### src/rtl/teclado_pkg.sv
// teclado_pkg: state, key map and key-class definitions shared by the keypad scanner.
package teclado_pkg;

   localparam int DIGITO_W = 4;

   typedef enum logic [1:0] {ESCANEO, REBOTE, PRESIONADA, LIBERACION} estado_t;

   typedef enum logic [1:0] {CLASE_DIGITO, CLASE_BORRAR, CLASE_ENTER, CLASE_IGNORADA} clase_t;

   localparam logic [3:0] COD_BORRAR = 4'hE;
   localparam logic [3:0] COD_ENTER  = 4'hF;

   // Indexed by {row, column}; '*' and '#' use codes above 9 so they never look like digits.
   localparam logic [3:0] MAPA_TECLAS [16] = '{
      4'h1,       4'h2, 4'h3,      4'hA,
      4'h4,       4'h5, 4'h6,      4'hB,
      4'h7,       4'h8, 4'h9,      4'hC,
      COD_BORRAR, 4'h0, COD_ENTER, 4'hD
   };

   function automatic clase_t clase_de(input logic [3:0] cod);
      return cod <= 4'd9 ? CLASE_DIGITO :
             cod == COD_BORRAR ? CLASE_BORRAR :
             cod == COD_ENTER ? CLASE_ENTER : CLASE_IGNORADA;
   endfunction

   function automatic logic [1:0] indice_fila(input logic [3:0] v);
      return v[3] ? 2'd3 : v[2] ? 2'd2 : v[1] ? 2'd1 : 2'd0;
   endfunction

endpackage

### src/rtl/contador_rebote.sv
// contador_rebote: counts consecutive matching samples; done fires on the N-th one.
module contador_rebote #(
   parameter int N = 4
) (
   input  logic CLK,
   input  logic RESET,
   input  logic match,
   input  logic clear,
   output logic done
);

   localparam int W = $clog2(N + 1);

   logic [W-1:0] cnt;

   assign done = match && !clear && cnt == W'(N - 1);

   always_ff @(posedge CLK) begin
      cnt <= (!RESET || clear || !match || done) ? '0 : cnt + 1'b1;
   end

endmodule

### src/rtl/escaner_teclado.sv
// escaner_teclado: 4x4 keypad scanner with press/release debounce and key strobes.
// Optional auto-repeat of held digit keys when TECLADO_REPETICION_EN is defined.
module escaner_teclado
   import teclado_pkg::*;
#(
   parameter int SCAN_DIV        = 8,
   parameter int DEBOUNCE_CICLOS = 4,
   parameter int REPETIR_CICLOS  = 64
) (
   input  logic                CLK,
   input  logic                RESET,
   input  logic [3:0]          FILAS,
   output logic [3:0]          COLUMNAS,
   output logic [DIGITO_W-1:0] DIGITO,
   output logic                DIGITO_STB,
   output logic                BORRAR_STB,
   output logic                ENTER_STB
);

   localparam int DW = $clog2(SCAN_DIV + 1);

   if (SCAN_DIV < 1 || DEBOUNCE_CICLOS < 1 || REPETIR_CICLOS < 1) begin : g_param_invalido
      $error("escaner_teclado: parameters must be >= 1");
   end

   estado_t             estado_q, estado_d;
   logic [1:0]          col_q, col_d, fila_q, fila_d;
   logic [DW-1:0]       div_q, div_d;
   logic [DIGITO_W-1:0] digito_d;
   logic                dig_stb_d, borrar_stb_d, enter_stb_d;
   logic                fila_uno, match, clear, done;
   logic [3:0]          fila_hot, codigo;
   clase_t              clase;

   assign COLUMNAS = 4'b0001 << col_q;
   assign fila_hot = 4'b0001 << fila_q;
   assign fila_uno = FILAS != 4'd0 && (FILAS & (FILAS - 4'd1)) == 4'd0;
   assign codigo   = MAPA_TECLAS[{fila_q, col_q}];
   assign clase    = clase_de(codigo);

   // One counter serves both phases: press looks for the latched row, release for all-open.
   assign match = estado_q == REBOTE ? FILAS == fila_hot : FILAS == 4'd0;
   assign clear = estado_q == ESCANEO || estado_q == PRESIONADA;

   contador_rebote #(.N(DEBOUNCE_CICLOS)) u_rebote (
      .CLK   (CLK),
      .RESET (RESET),
      .match (match),
      .clear (clear),
      .done  (done)
   );

`ifdef TECLADO_REPETICION_EN
   localparam int RW = $clog2(REPETIR_CICLOS + 1);
   logic [RW-1:0] rep_q, rep_d;
   always_ff @(posedge CLK) begin
      rep_q <= !RESET ? '0 : rep_d;
   end
`endif

   always_comb begin
      estado_d     = estado_q;
      col_d        = col_q;
      fila_d       = fila_q;
      div_d        = div_q;
      digito_d     = DIGITO;
      dig_stb_d    = 1'b0;
      borrar_stb_d = 1'b0;
      enter_stb_d  = 1'b0;
`ifdef TECLADO_REPETICION_EN
      rep_d        = '0;
`endif
      case (estado_q)
         ESCANEO: begin
            if (fila_uno) begin
               estado_d = REBOTE;
               fila_d   = indice_fila(FILAS);
               div_d    = '0;
            end else if (div_q == DW'(SCAN_DIV - 1)) begin
               div_d = '0;
               col_d = col_q + 2'd1;
            end else
               div_d = div_q + 1'b1;
         end
         REBOTE: begin
            if (!match)
               estado_d = ESCANEO;
            else if (done) begin
               estado_d     = PRESIONADA;
               dig_stb_d    = clase == CLASE_DIGITO;
               borrar_stb_d = clase == CLASE_BORRAR;
               enter_stb_d  = clase == CLASE_ENTER;
               digito_d     = clase == CLASE_DIGITO ? codigo : DIGITO;
            end
         end
         PRESIONADA: begin
            if (FILAS == 4'd0)
               estado_d = LIBERACION;
`ifdef TECLADO_REPETICION_EN
            else if (rep_q == RW'(REPETIR_CICLOS - 1))
               dig_stb_d = clase == CLASE_DIGITO;
            else
               rep_d = rep_q + 1'b1;
`endif
         end
         LIBERACION: begin
            if (!match)
               estado_d = PRESIONADA;
            else if (done)
               estado_d = ESCANEO;
         end
      endcase
   end

   always_ff @(posedge CLK) begin
      if (!RESET) begin
         estado_q   <= ESCANEO;
         col_q      <= '0;
         fila_q     <= '0;
         div_q      <= '0;
         DIGITO     <= '0;
         DIGITO_STB <= 1'b0;
         BORRAR_STB <= 1'b0;
         ENTER_STB  <= 1'b0;
      end else begin
         estado_q   <= estado_d;
         col_q      <= col_d;
         fila_q     <= fila_d;
         div_q      <= div_d;
         DIGITO     <= digito_d;
         DIGITO_STB <= dig_stb_d;
         BORRAR_STB <= borrar_stb_d;
         ENTER_STB  <= enter_stb_d;
      end
   end

endmodule
### config.mk
export PLATFORM = sky130hd
export DESIGN_NAME = escaner_teclado
export DESIGN_NICKNAME = d
export VERILOG_FILES = /design/src/rtl/teclado_pkg.sv /design/src/rtl/contador_rebote.sv /design/src/rtl/escaner_teclado.sv
export SDC_FILE = /design/constraint.sdc
export NUM_CORES = 1
export LEC_CHECK = 0
export BUFFER_PORTS_ARGS = -buffer_cell sky130_fd_sc_hd__buf_2
export CORE_MARGIN = 5
export CORE_UTILIZATION = 45
export CTS_CLUSTER_DIAMETER = 120
export DETAILED_ROUTE_END_ITERATION = 12
export PLACE_DENSITY_LB_ADDON = 0.1
export SLEW_MARGIN = 5
export SYNTH_ARGS = -nofsm -noshare
export SYNTH_HDL_FRONTEND = slang
export SYNTH_SLANG_ARGS = --single-unit
export TNS_END_PERCENT = 5
### constraint.sdc
create_clock -name CLK -period 2.21 [get_ports CLK]
set_input_delay 0.1105 -clock CLK [delete_from_list [all_inputs] [get_ports CLK]]
set_output_delay 0.1105 -clock CLK [all_outputs]
set_load 0.1 [all_outputs]
==> reports/metrics.yaml <==
global_routing:
  grt_pass1_wl_um: 3780
  gr-total-overflow: 0
  antenna_found_initial: 0
  grt.total_usage_pct: 13.4
  grt_max_degree: 13
  grt_pass1_vias: 862
logic_synthesis:
  yosysMostFrequentCell: "dfxtp_1"
  synth_area_leaders: "dfxtp_1 34%, ha_1 11%, mux2i_1 6.0%, nand2_1 3.9%, nor2_1 3.2%"
  synth_top_flop_cell: "dfxtp_1"
  syn-num-nets: 141
  yosys_register_bits: 20
  synth_cell_types: 42
  ys_seq_area_share_pct: 34.3
  synth_edf_count: 0
  synth_commonest_cells: "20 x dfxtp_1, 12 x nand2_1, 10 x ha_1, 10 x nor2_1"
  synth_top_area_cell: "dfxtp_1"
  synth_warnings: 0
  yosys.area.top_type_share_pct: 34.3
  syn-cell-area_um2: 1170
  avgSynthCellArea_um2: 9.35
  async_flop_share_pct: 0
  synth_cells: 125
final_layout:
  seqCellArea_um2: 400
  n_fill_cell: 248
  layout.nets: 158
  multi_input_area_um2: 716
  antenna_cells: 0
  syn_to_final_growth_pct: 12.6
  drive_gt1_share_pct: 26.2
pwr:
  internal-power_mw: 0.596
  leakagePower_nw: 0.571
  pwr-share-clk_pct: 38.2
  combPwrFrac_pct: 12.0
  switching_share_pct: 23.3
  power.density_nw_per_um2: 591
  ir_drop_v: 0.000338
  p_seq_share_pct: 49.8
  power_switching_mw: 0.181
timing:
  fin_worst_skew_ns: 0.00349
  hold_viol: 0
  drv_slew: 0
  setup_tns_ns: 0
  fmax_mhz: 504
  worst_pin_slew_ns: 0.492
  rsz0062_at_grt: "false"
  setup_viol: 0
  fin_crit_sh_pct: 89.8
  fin_crit_ns: 1.99
  layout_setup_ws_ns: 0.224
  slew-limit-headroom_pct: 67.4
clocking:
  htree_levels: 1
  clk_pin_slew_ns: 0.12
  post-cts-setup-buffers: 0
  cts_tree: "done"
  clockBufferDepth: 2
  root_buffer: "clkbuf_4"
  cts_resized: 0
  clk_latency_ns: 0.30
  cts_sinks: 20
  cts_buffers: 3
  holdBufCountCts: 0
route:
  wirelength_um: 2220
  first_pass_iters: 4
  drc: 0
  vias_per_cell: 5.34
  via_count: 913
  antenna_left: 0
  wire_per_inst_um: 13.0
  drt_iter0_drc: 16
place:
  io_buffers: 16
  place.gp.congestion: 0.782
  post-dp-hpwl_um: 1800
  place_ws_ns: 0.238
min_path:
  hold_path_class: "input pin to register"
floorplanning:
  coreArea_um2: 2480
  fp.dieW_um: 61.0
  rows: 18
  start_util_pct: 47.2
  die-area_um2: 3720
  io-pin-count: 17
  die_h_um: 61.0
status:
  status: "finished, final reports clean"
worst_setup_path:
  end_kind: "register"
  cp.required_ns: 2.45
  worst-setup-path-type: "register to register"
  startpoint_type: "register"
  crit_slowest_cell: "dfxtp_1"
  max_stage_delay_ns: 0.48
  crit_path_cell_trace: "inv_1, ha_2, mux4_2, o21a_1, nor2_1, mux2i_1"
  arrival_ns: 2.22
  path_max_fanout: 8
run:
  maxCapViolations: 0
==> routing by layer <==
| metal | up-vias | track usage, % | share of wire, % |
|---|---|---|---|
| met1 | 430 | 17.1 | 47 |
| met3 | 0 | 3.40 | 3.2 |
| li1 | 476 | - | - |
| met2 | 7 | 22.7 | 50 |
| met4 | 0 | 3.10 | 0 |
| met5 | - | 0 | 0 |
==> layout make-up <==
cell class | instances | share of cell area [%]
Clock inverter | 1 | 2.28
Clock buffer | 3 | 1.71
Inverter | 8 | 2.28
Multi-Input combinational cell | 93 | 54.4
Timing Repair Buffer | 16 | 6.08
Sequential cell | 20 | 30.4
Tap cell | 30 | 2.85
==> worst paths after layout <==
path | start | end | slack, ns | cells past startpoint
worst max-delay path | col_q[0] | DIGITO[1] | 0.22 | 6
worst min-delay path | RESET | DIGITO[3] | 0.13 | 2
worst max register to register | col_q[0] | DIGITO[1] | 0.22 | 6
worst min register to register | u_rebote.cnt[0] | u_rebote.cnt[0] | 0.44 | 1
==> registers in the layout, summed over array words and instances (netlist names) <==
register	flops
BORRAR_STB	1
DIGITO	4
DIGITO_STB	1
ENTER_STB	1
col_q	2
div_q	4
estado_q	2
fila_q	2
u_rebote.cnt	3
==> critical path, delay by kind of cell (launching register included) <==
| family | cells | cell delay, ns |
|---|---|---|
| buffers and inverters | 1 | 0.15 |
| muxes | 2 | 0.67 |
| adders and majority gates | 1 | 0.23 |
| DFF | 1 | 0.48 |
| and+or+nand+nor | 1 | 0.16 |
| AOI/OAI and AO/OA | 1 | 0.24 |
==> logic make-up (layout without fill, tap and decap cells) <==
family,count (synthesis),in the layout,synth area share (%)
AO/OA/AOI/OAI,24,24,16.8
XOR/XNOR,2,2,1.50
adder cells (fa/ha/maj),10,10,10.7
buffers and inverters,12,28,4.71
flip-flops,20,20,34.3
multiplexers,9,9,8.89
AND/OR/NAND/NOR,48,48,23.1
==> power by group through the flow <==
stage / Clock [mW] / Sequential [mW] / Combinational, mW
final: 0.297 / 0.387 / 0.0936
after global routing: 0.324 / 0.391 / 0.103
after CTS: 0.303 / 0.388 / 0.0949
after global placement: 0 / 0.395 / 0.0927
after detailed placement: 0 / 0.396 / 0.0945
after floorplan: 0 / 0.384 / 0.0847
==> layout by cell type, fill, tap and decap left out, types with 2 or more instances in the layout <==
cell type and instances:
clkbuf_4 3, mux2i_1 7, nand3_1 2, inv_1 7, nor2b_1 2, nor2_2 2
a211oi_1 3, or2_2 2, o21ai_0 4, buf_2 16, a22oi_1 3, ha_1 9
nor2_1 10, o21a_1 2, nand2_1 12, a21oi_1 5, nor3_1 6, xor2_1 2
dfxtp_1 20
==> per-stage QoR <==
stage / area (um2) / power, mW / util (%) / hold slack, ns / cells
2_1_floorplan: 1170 / 0.469 / - / 0.295 / 125
6_report: 1320 / 0.778 / 53.1 / 0.128 / 171
5_1_grt: 1320 / 0.818 / 53.1 / 0.114 / 171
4_1_cts: 1320 / 0.786 / 53.1 / 0.123 / 171
3_5_place_dp: 1260 / 0.491 / 51.0 / 0.414 / 167
3_3_place_gp: 1260 / 0.488 / 51.0 / 0.409 / 167
(Power assumes the default switching activity.)
